File: config.mk
export PLATFORM = sky130hd
export DESIGN_NAME = md_unit
export DESIGN_NICKNAME = d
export VERILOG_FILES = /design/src/rtl/md_pkg.sv /design/src/rtl/md_div_step.sv /design/src/rtl/md_unit.sv
export SDC_FILE = /design/constraint.sdc
export NUM_CORES = 1
export LEC_CHECK = 0
export CAP_MARGIN = 20
export CORE_UTILIZATION = 31
export DETAILED_ROUTE_END_ITERATION = 10
export GPL_TIMING_DRIVEN = 0
export PLACE_DENSITY_LB_ADDON = 0.08
export SLEW_MARGIN = 20
export SYNTH_ARGS = -nofsm -noshare
export SYNTH_HDL_FRONTEND = slang
export SYNTH_HIERARCHICAL = 1
export SYNTH_SLANG_ARGS = --single-unit
export TNS_END_PERCENT = 50
File: constraint.sdc
create_clock -name clk -period 7.6 [get_ports clk]
set_clock_uncertainty 0.1 [all_clocks]
set_input_delay 1.14 -clock clk [delete_from_list [all_inputs] [get_ports clk]]
set_output_delay 1.14 -clock clk [all_outputs]
set_load 0.01 [all_outputs]
File: src/rtl/md_pkg.sv
// rtl/md_pkg.sv - shared encodings, states and constants for the md_unit multiply/divide block
package md_pkg;

    localparam logic [1:0] MD_MULT  = 2'b00;
    localparam logic [1:0] MD_MULTU = 2'b01;
    localparam logic [1:0] MD_DIV   = 2'b10;
    localparam logic [1:0] MD_DIVU  = 2'b11;

    localparam int MD_ITER = 32;

    localparam logic [31:0] MD_DIV_ZERO_LO = 32'hFFFF_FFFF;

    typedef enum logic [1:0] {
        IDLE = 2'b00,
        RUN  = 2'b01,
        FIN  = 2'b10
    } md_state_e;

    function automatic logic [31:0] md_abs(input logic [31:0] x, input logic neg);
        return neg ? (~x + 32'd1) : x;
    endfunction

endpackage

File: src/rtl/md_div_step.sv
// rtl/md_div_step.sv - one restoring-division iteration: shift in a dividend bit, trial-subtract the divisor
module md_div_step (
    input  logic [32:0] rem_i,
    input  logic [31:0] divisor_i,
    input  logic        dbit_i,
    output logic [32:0] rem_o,
    output logic        q_o
);

    logic [33:0] shifted;
    logic [33:0] trial;

    assign shifted = {rem_i, dbit_i};
    assign trial   = shifted - {2'b00, divisor_i};

    // A borrow out of the trial subtraction means the divisor did not fit: restore.
    assign q_o   = ~trial[33];
    assign rem_o = q_o ? trial[32:0] : shifted[32:0];

endmodule

File: src/rtl/md_unit.sv
// rtl/md_unit.sv - iterative MULT/MULTU/DIV/DIVU unit with HI/LO; divider datapath present only with MD_DIV_EN
module md_unit #(
    parameter int XLEN = 32
) (
    input  logic            clk,
    input  logic            rst,
    input  logic            start,
    input  logic [1:0]      op,
    input  logic [XLEN-1:0] a,
    input  logic [XLEN-1:0] b,
    input  logic            hi_we,
    input  logic            lo_we,
    input  logic [XLEN-1:0] wdata,
    output logic            busy,
    output logic            done,
    output logic            div_zero,
    output logic [XLEN-1:0] hi,
    output logic [XLEN-1:0] lo
);

    import md_pkg::*;

    md_state_e         state_q, state_d;
    logic [4:0]        cnt_q, cnt_d;
    logic              neg_q, neg_d;
    logic [XLEN-1:0]   ma_q, ma_d;
    logic [2*XLEN-1:0] prod_q, prod_d;
    logic [XLEN-1:0]   hi_q, hi_d;
    logic [XLEN-1:0]   lo_q, lo_d;
    logic              div_zero_q, div_zero_d;

    logic              op_signed;
    logic              op_is_div;
    logic              a_neg;
    logic              b_neg;
    logic [XLEN-1:0]   a_mag;
    logic [XLEN-1:0]   b_mag;

    logic [XLEN:0]     prod_sum;
    logic [2*XLEN-1:0] prod_next;
    logic [2*XLEN-1:0] prod_fix;

    assign op_signed = (op == MD_MULT) || (op == MD_DIV);
    assign op_is_div = (op == MD_DIV) || (op == MD_DIVU);
    assign a_neg     = op_signed & a[XLEN-1];
    assign b_neg     = op_signed & b[XLEN-1];
    assign a_mag     = md_abs(a, a_neg);
    assign b_mag     = md_abs(b, b_neg);

    // Shift-add: multiplier sits in the low half and is consumed LSB first.
    assign prod_sum  = {1'b0, prod_q[2*XLEN-1:XLEN]} + (prod_q[0] ? {1'b0, ma_q} : {(XLEN+1){1'b0}});
    assign prod_next = {prod_sum, prod_q[XLEN-1:1]};
    assign prod_fix  = neg_q ? (~prod_next + 64'd1) : prod_next;

`ifdef MD_DIV_EN
    logic              is_div_q, is_div_d;
    logic              dsgn_q, dsgn_d;
    logic              dz_q, dz_d;
    logic [XLEN:0]     rem_q, rem_d;
    logic [XLEN-1:0]   dq_q, dq_d;

    logic [XLEN:0]     rem_next;
    logic              q_bit;
    logic [XLEN-1:0]   quo_next;
    logic [XLEN-1:0]   quo_fix;
    logic [XLEN-1:0]   rem_fix;

    md_div_step u_div_step (
        .rem_i     (rem_q),
        .divisor_i (ma_q),
        .dbit_i    (dq_q[XLEN-1]),
        .rem_o     (rem_next),
        .q_o       (q_bit)
    );

    // dq_q starts as the dividend and fills with quotient bits from the right.
    assign quo_next = {dq_q[XLEN-2:0], q_bit};
    assign quo_fix  = neg_q ? (~quo_next + 32'd1) : quo_next;
    assign rem_fix  = dsgn_q ? (~rem_next[XLEN-1:0] + 32'd1) : rem_next[XLEN-1:0];
`endif

    always_comb begin
        state_d    = state_q;
        cnt_d      = cnt_q;
        neg_d      = neg_q;
        ma_d       = ma_q;
        prod_d     = prod_q;
        hi_d       = hi_q;
        lo_d       = lo_q;
        div_zero_d = div_zero_q;
`ifdef MD_DIV_EN
        is_div_d   = is_div_q;
        dsgn_d     = dsgn_q;
        dz_d       = dz_q;
        rem_d      = rem_q;
        dq_d       = dq_q;
`endif
        case (state_q)
            IDLE: begin
                if (start) begin
                    cnt_d      = 5'd0;
                    neg_d      = a_neg ^ b_neg;
                    div_zero_d = 1'b0;
                    if (!op_is_div) begin
                        ma_d    = a_mag;
                        prod_d  = {{XLEN{1'b0}}, b_mag};
                        state_d = RUN;
`ifdef MD_DIV_EN
                        is_div_d = 1'b0;
`endif
                    end else begin
`ifdef MD_DIV_EN
                        ma_d     = b_mag;
                        dq_d     = a_mag;
                        rem_d    = {(XLEN+1){1'b0}};
                        dsgn_d   = a_neg;
                        dz_d     = (b == {XLEN{1'b0}});
                        is_div_d = 1'b1;
                        state_d  = RUN;
`else
                        state_d  = FIN;
`endif
                    end
                end else begin
                    if (hi_we) hi_d = wdata;
                    if (lo_we) lo_d = wdata;
                end
            end
            RUN: begin
                cnt_d = cnt_q + 5'd1;
`ifdef MD_DIV_EN
                if (is_div_q) begin
                    rem_d = rem_next;
                    dq_d  = quo_next;
                end else begin
                    prod_d = prod_next;
                end
`else
                prod_d = prod_next;
`endif
                if (cnt_q == 5'(MD_ITER - 1)) begin
                    state_d = FIN;
                    cnt_d   = 5'd0;
`ifdef MD_DIV_EN
                    if (is_div_q) begin
                        hi_d       = rem_fix;
                        lo_d       = dz_q ? MD_DIV_ZERO_LO : quo_fix;
                        div_zero_d = dz_q;
                    end else begin
                        hi_d = prod_fix[2*XLEN-1:XLEN];
                        lo_d = prod_fix[XLEN-1:0];
                    end
`else
                    hi_d = prod_fix[2*XLEN-1:XLEN];
                    lo_d = prod_fix[XLEN-1:0];
`endif
                end
            end
            FIN: begin
                state_d = IDLE;
            end
            default: begin
                state_d = IDLE;
            end
        endcase
    end

    always_ff @(posedge clk or posedge rst) begin
        if (rst) begin
            state_q    <= IDLE;
            cnt_q      <= 5'd0;
            neg_q      <= 1'b0;
            ma_q       <= '0;
            prod_q     <= '0;
            hi_q       <= '0;
            lo_q       <= '0;
            div_zero_q <= 1'b0;
        end else begin
            state_q    <= state_d;
            cnt_q      <= cnt_d;
            neg_q      <= neg_d;
            ma_q       <= ma_d;
            prod_q     <= prod_d;
            hi_q       <= hi_d;
            lo_q       <= lo_d;
            div_zero_q <= div_zero_d;
        end
    end

`ifdef MD_DIV_EN
    always_ff @(posedge clk or posedge rst) begin
        if (rst) begin
            is_div_q <= 1'b0;
            dsgn_q   <= 1'b0;
            dz_q     <= 1'b0;
            rem_q    <= '0;
            dq_q     <= '0;
        end else begin
            is_div_q <= is_div_d;
            dsgn_q   <= dsgn_d;
            dz_q     <= dz_d;
            rem_q    <= rem_d;
            dq_q     <= dq_d;
        end
    end
`endif

    assign busy     = (state_q == RUN) || (state_q == FIN);
    assign done     = (state_q == FIN);
    assign div_zero = div_zero_q;
    assign hi       = hi_q;
    assign lo       = lo_q;

endmodule

==> results of run 1 <==
==> critical path, delay by kind of cell (launching register included) <==
family | cells | cell delay [ps]
AOI/OAI and AO/OA | 5 | 1260
buffers and inverters | 2 | 440
and+or+nand+nor | 4 | 1480
xor gates and xnor gates | 2 | 690
adders and majority gates | 2 | 630
DFF | 1 | 440
==> per-stage QoR <==
stage / hold WS, ps / setup WS (ps) / power, uW / setup TNS (ps)
final: 372.6 / 2469 / 5338 / 0
after global routing: 397.9 / 2161 / 5736 / 0
after CTS: 379.5 / 2427 / 5367 / 0
after detailed placement: 364.7 / 2474 / 4458 / 0
after global placement: 357.0 / -1130 / 4431 / -184280
after floorplan: 340.9 / 1813 / 3255 / 0
==> path summary, 6_finish.rpt <==
path,start,endpoint,slack (ps),depth (start not counted)
setup / recovery,prod_q[0],hi[30],2470,15
hold / removal,ma_q[27],ma_q[27],370,2
setup reg to reg,prod_q[0],hi[30],2470,15
hold reg to reg,ma_q[27],ma_q[27],370,2
max in group asynchronous,rst,lo[29],5450,3
min in group asynchronous,rst,ma_q[4],1070,2
==> cells in the final DEF (no fill, tap or decap), types with 16 or more instances in the layout <==
cell type	netlist	layout
inv_1	24	23
dfrtp_1	168	168
a211oi_1	20	20
o221ai_1	17	17
clkbuf_1	78	80
clkdlybuf4s50_1	0	168
and2_1	41	41
nand2_1	182	182
a22o_1	22	22
nand2b_1	38	38
a31oi_1	22	22
or3_1	27	27
nor2_1	103	103
clkbuf_16	0	17
o21ai_0	176	176
xnor2_1	69	69
a21oi_1	89	89
ha_1	40	40
nand3_1	16	16
xor2_1	42	42
a21o_1	29	29
nor3_1	29	29
o31ai_1	27	27
==> registers in the layout, summed over array words and instances (netlist names) <==
| signal | cells |
|---|---|
| cnt_q | 5 |
| prod_q | 64 |
| state_q | 2 |
| neg_q | 1 |
| lo | 32 |
| hi | 32 |
| ma_q | 32 |
==> per-layer routing <==
metal,share of wire [%],track usage (%),vias up
li1,-,-,5595
met1,46,30.80,5419
met2,46,37.72,349
met3,5.1,3.117,45
met4,2.3,6.891,0
met5,0,0,-
==> kinds of logic (layout without fill, tap and decap cells) <==
family / count (synthesis) / count (layout)
DFF: 168 / 168
muxes: 20 / 20
and+or+nand+nor: 502 / 502
xor gates and xnor gates: 111 / 111
other: 1 / 1
adders and majority gates: 41 / 41
AOI/OAI and AO/OA: 487 / 487
buffers and inverters: 111 / 312
==> where the power goes <==
part / leakage (uW) / switching [uW] / internal [uW]
clock network: 0.000284 / 411 / 489
registers: 0.00212 / 289 / 1270
logic: 0.00362 / 1740 / 1140
==> layout make-up <==
type                    count  area [sq um]
plain buffers              87         340.3
clock buffers              23         488.0
clock inverters             9         91.34
fillers                  4033         22850
inverters                  24         97.59
multi-input cells        1162          7243
flip-flops and latches    168          4204
well taps                 511         639.4
repair buffers            169          1709
==> impl_results.md, run 1 <==
- Main combinational cell family by area after synthesis: compound AO/OA/AOI/OAI gates
- Dominant synthesized flop cell: dfrtp_1
- First-pass GRT wire length: 67020 um
- Final Cycle Share: 67.51%
- Final Hold Vio Count: 0
- Yosys Warn Count: 6
- Syn_nets: 1585
- Critical path capture point type: register
- Area share of the largest cell type after synthesis: 35.39%
- Slew HR: 31.66%
- Synth Area in XOR/XNOR: 8.185%
- Final GP Congestion: between 0.8 and 0.9
- Clock Sinks: 168
- 1st-iter DRT viols: between 700 and 800
- Worst Setup Start Kind: register
- Die area: 0.03910 sq mm
- Commonest cells post-synth: 182 x nand2_1, 176 x o21ai_0, 168 x dfrtp_1
- Synth cell types: just over 70
- GR Util All Layers: 22.82%
- Initial antenna violation count: 0
- Clk pin slew, worst setup/hold paths: 70 ps
- Simple-gate share of the synthesized area: 20.35%
- DP HPWL: 34730 um
- TritonCTS clock tree: built
- Post-synth EDFFs: 0
- Via count: 11410
- Avg Cell Area, Syn: 8.243 sq um
- Final net count: around 1800
- Worst-path cell chain: clkbuf_1, and2_1, ha_1, fa_1, a21o_1, a221oi_2, o21ai_0, xnor2_1, nand4_1, or4_1, clkbuf_1, or3_1, o31ai_1, xnor2_1, a2bb2oi_1
- Buffers inserted by post-CTS timing repair: 0
- Core footprint: ~0.038 sq mm
- Crit path max fanout: 10
- IO Port Bufs: 168
- Register bit total from synthesis: 168
- Slowest CP cell: or4_1
- Initial Utilization: 31.53%
- Via/cell ratio: 5.299
- Routed wire length: between 40000 and 50000 um
- Detail Route Antenna Nets: 0
- Count of non-filler cells in the finished layout: 2153
- Share of cells above drive strength 1: between 3 and 4%
- Die Ht: 197.7 um
- GRT overflow: 0
- Wirelength per Cell: 20.41 um
- Asr flop ratio synth: 100.0%
- Dominant cell type by area after synthesis: dfrtp_1
- Power density cells: 360.4 mW/mm^2
- Synth Area in Adders: 4.382%
- Register area share after synthesis: 35.39%
- Largest net degree at the start of global routing: 90
- Min-Delay Path Class: reg -> reg
- Post-synthesis mux area share: under 10%
- Status: finished, final reports clean
- Critical path class: reg -> reg
- Placed cell area: 0.01423 sq mm
- Area growth, synth to finish: 24.71%
- Largest stage delay, worst path: approximately 560 ps
- Max cap viols: 0
- Num CTS Buffers: 17
- Synth Area in Compound Gates: 26.26%
- Endpoints failing setup: 0
- Maximum VDD drop: 0.1646 mV
- CTS Hold Bufs: 0
- Post-Synthesis Cell Area: around 0.012 sq mm
- DP Cell Count: about 2100
- Critical Path RT: 7880 ps
- Post-Syn Instances: 1441
- Most common cell in the synthesized netlist: nand2_1
- Fmax: 194.9 MHz
- Worst slew pin tran: between 1000 and 1500 ps
- Leakage: 0.006016 uW
- Largest cells by area after synthesis: dfrtp_1 35%, o21ai_0 7.4%, nand2_1 5.8%, xnor2_1 5.1%, ha_1 4.2%
- # DRC: 0
- CTS H-tree depth: 4
- Final Util: around 40%
- Vias in the first global route: about 11000
- Width of the die: 197.7 um
- Data arrival, critical path: 5410 ps
- Clk buf depth: 2
- Number of diodes: 0
- Post-route cell area: 0.01481 sq mm
- Post-CTS sizing: 0
- Shortest period the worst path allows: 5131 ps
- RSZ-0062 raised after global routing: no
- Row count: 71
- Skew-Pair Late Insertion Delay: 470 ps
- Drt first pass iters: 5
- Root Buffer: clkbuf_16
- Max Slew Vio Count: 0
- I/O pins: 170
(Power assumes the default switching activity.)
==> run 2, diff against run 1 <==
Clock period 7.6 ns to 4.5 ns, I/O delays scaled along.
==> run 2 against run 1 <==
Die area stayed put. Core utilization is 1.7 points higher. Power is 78% higher. Flip-flop and latch count stayed put. Hold slack better by 3.3 ps. Sequential share of layout area is 1.2 points lower. Critical path depth stayed put. First-iteration DRC count is 6.3% higher. Cell count is 0.65% higher. Register-to-register slack worse by 2400 ps. Clock power is 87% higher. Highest routed layer unchanged.
==> impl_results.md, run 2 (synthesized netlist as in run 1, its figures left out) <==
- Status: finished, final reports clean
- Detail Route Antenna Nets: 0
- IO Port Bufs: 168
- Die Ht: 197.7 um
- Wirelength per Cell: 20.64 um
- Max cap viols: 0
- Fmax: around 220 MHz
- Drt first pass iters: 5
- TritonCTS clock tree: built
- Die area: 0.03910 sq mm
- CTS Hold Bufs: 0
- Via/cell ratio: ~5.4
- Most common cell after layout, fill and taps aside: nand2_1
- Root Buffer: clkbuf_16
- Core footprint: 0.03767 sq mm
- GR Util All Layers: 23.13%
- Min-Delay Path Class: reg -> reg
- Worst-path cell chain: buf_8, and2_4, ha_4, fa_2, a21o_4, a221oi_4, o21ai_1, xnor2_2, buf_4, nand4_1, or4_4, or3_4, o31ai_4, xnor2_1, a2bb2oi_1
- Critical Path RT: 4780 ps
- Power density cells: just over 600 mW/mm^2
- Shortest period the worst path allows: roughly 4500 ps
- Critical path class: reg -> reg
- # DRC: 0
- Critical path capture point type: register
- Largest net degree at the start of global routing: 32
- 1st-iter DRT viols: 841
- Data arrival, critical path: around 4700 ps
- CTS H-tree depth: 4
- Multi-input gate area: roughly 0.0076 sq mm
- Reg with most FFs: prod_q
- I/O pins: 170
- Endpoints failing setup: 0
- Final Hold Vio Count: 0
- Most frequent cells in the layout: 182 x nand2_1, 175 x o21ai_0, 168 x clkdlybuf4s50_1
- Dpl ws: -637.8 ps
- Width of the die: 197.7 um
- Initial Utilization: 31.53%
- Via count: 11650
- Clk buf depth: 2
- Worst slew pin tran: 922.0 ps
- Slew HR: roughly 38%
- Final GP Congestion: about 0.89
- Leakage: about 0.0063 uW
- Slowest CP cell: or4_4
- Crit path max fanout: 10
- Largest stage delay, worst path: 520 ps
- Count of non-filler cells in the finished layout: 2167
- Setup TNS: 0 ps
- Maximum VDD drop: 0.2604 mV
- Share of cells above drive strength 1: 8.092%
- Vias in the first global route: 11310
- Row count: 71
- Sequential cell area: 0.004205 sq mm
- RSZ-0062 raised after global routing: yes
- Area growth, synth to finish: 30.23%
- Clk pin slew, worst setup/hold paths: 70 ps
- Final Cycle Share: 98.99%
- First-pass GRT wire length: 67820 um
- Fillers: 3932
- Final net count: approximately 1800
- Clock Sinks: 168
- Fin worst setup slack: 45.29 ps
- Skew-Pair Late Insertion Delay: 460 ps
- Final Util: 41.07%
- Worst Setup Start Kind: register
- Number of diodes: 0
- DP Cell Count: 2126
- Routed wire length: 44740 um
- Max reg flops: 64
- Max Slew Vio Count: 0
- Initial antenna violation count: 0
- GRT overflow: 0
- Num CTS Buffers: 17
- DP HPWL: 35280 um
-- run 2: changes by cell type in the layout (fill, tap and decap cells not counted), sizes merged --
cell / delta
clkinvlp: +1
buf: +24
clkbuf: -13
bufinv: +4
inv: -2
-- run 2: layout make-up --
cell class | instances | area share [%]
clock buffer | 20 | 2.888
sequential | 168 | 27.19
clock inverter | 12 | 1.286
inverter | 24 | 0.6066
tap | 511 | 4.133
timing repair buffer | 192 | 12.57
buffer | 78 | 2.103
multi-input combinational | 1162 | 49.23
-- run 2: critical path, delay by kind of cell, from the launching register on --
| kind | cells | cell delay, ps |
|---|---|---|
| AND/OR/NAND/NOR | 4 | 1250 |
| flip-flops | 1 | 450 |
| AO/OA/AOI/OAI | 5 | 1200 |
| XOR/XNOR | 2 | 460 |
| buffers and inverters | 2 | 320 |
| adder cells (fa/ha/maj) | 2 | 570 |
-- run 2: through the flow --
step	power [uW]	cell area, sq um	hold WS, ps
6_report	9501	15470	375.9
5_1_grt	10180	15470	395.8
4_1_cts	9376	15260	379.3
3_5_place_dp	7550	14330	364.5
3_3_place_gp	7504	14200	357.2
2_1_floorplan	5498	11880	340.9
-- run 2: metal layers --
metal	vias up	routed length (um)	track usage (%)
met5	-	0	0
met4	0	983	7.321
met3	49	2448	3.679
met2	377	21150	38.55
met1	5600	20160	30.51
li1	5619	-	-
-- run 2: path summary, 6_finish.rpt --
path / from / to / slack, ps / cells past startpoint
worst min register to register: ma_q[2] / ma_q[2] / 380 / 2
max in group asynchronous: rst / prod_q[40] / 2770 / 5
min in group asynchronous: rst / state_q[1] / 550 / 2
worst min-delay path: ma_q[2] / ma_q[2] / 380 / 2
worst max register to register: prod_q[0] / hi[28] / 50 / 15
worst max-delay path: prod_q[0] / hi[28] / 50 / 15
-- run 2: repair_timing --
action / in CTS / in global routing
setup endpoints to repair: 19 / 10
pin swaps: 15 / 19
resized for setup: 43 / 35
setup buffers: 10 / 8
-- run 2: power by group --
part / switching (uW) / internal [uW] / leakage (uW) / total, uW
Sequential: 485 / 2140 / 0.00212 / 2630
Combinational: 3070 / 2120 / 0.00382 / 5190
Clock: 681 / 1000 / 0.000314 / 1680
Total: 4240 / 5260 / 0.00625 / 9500
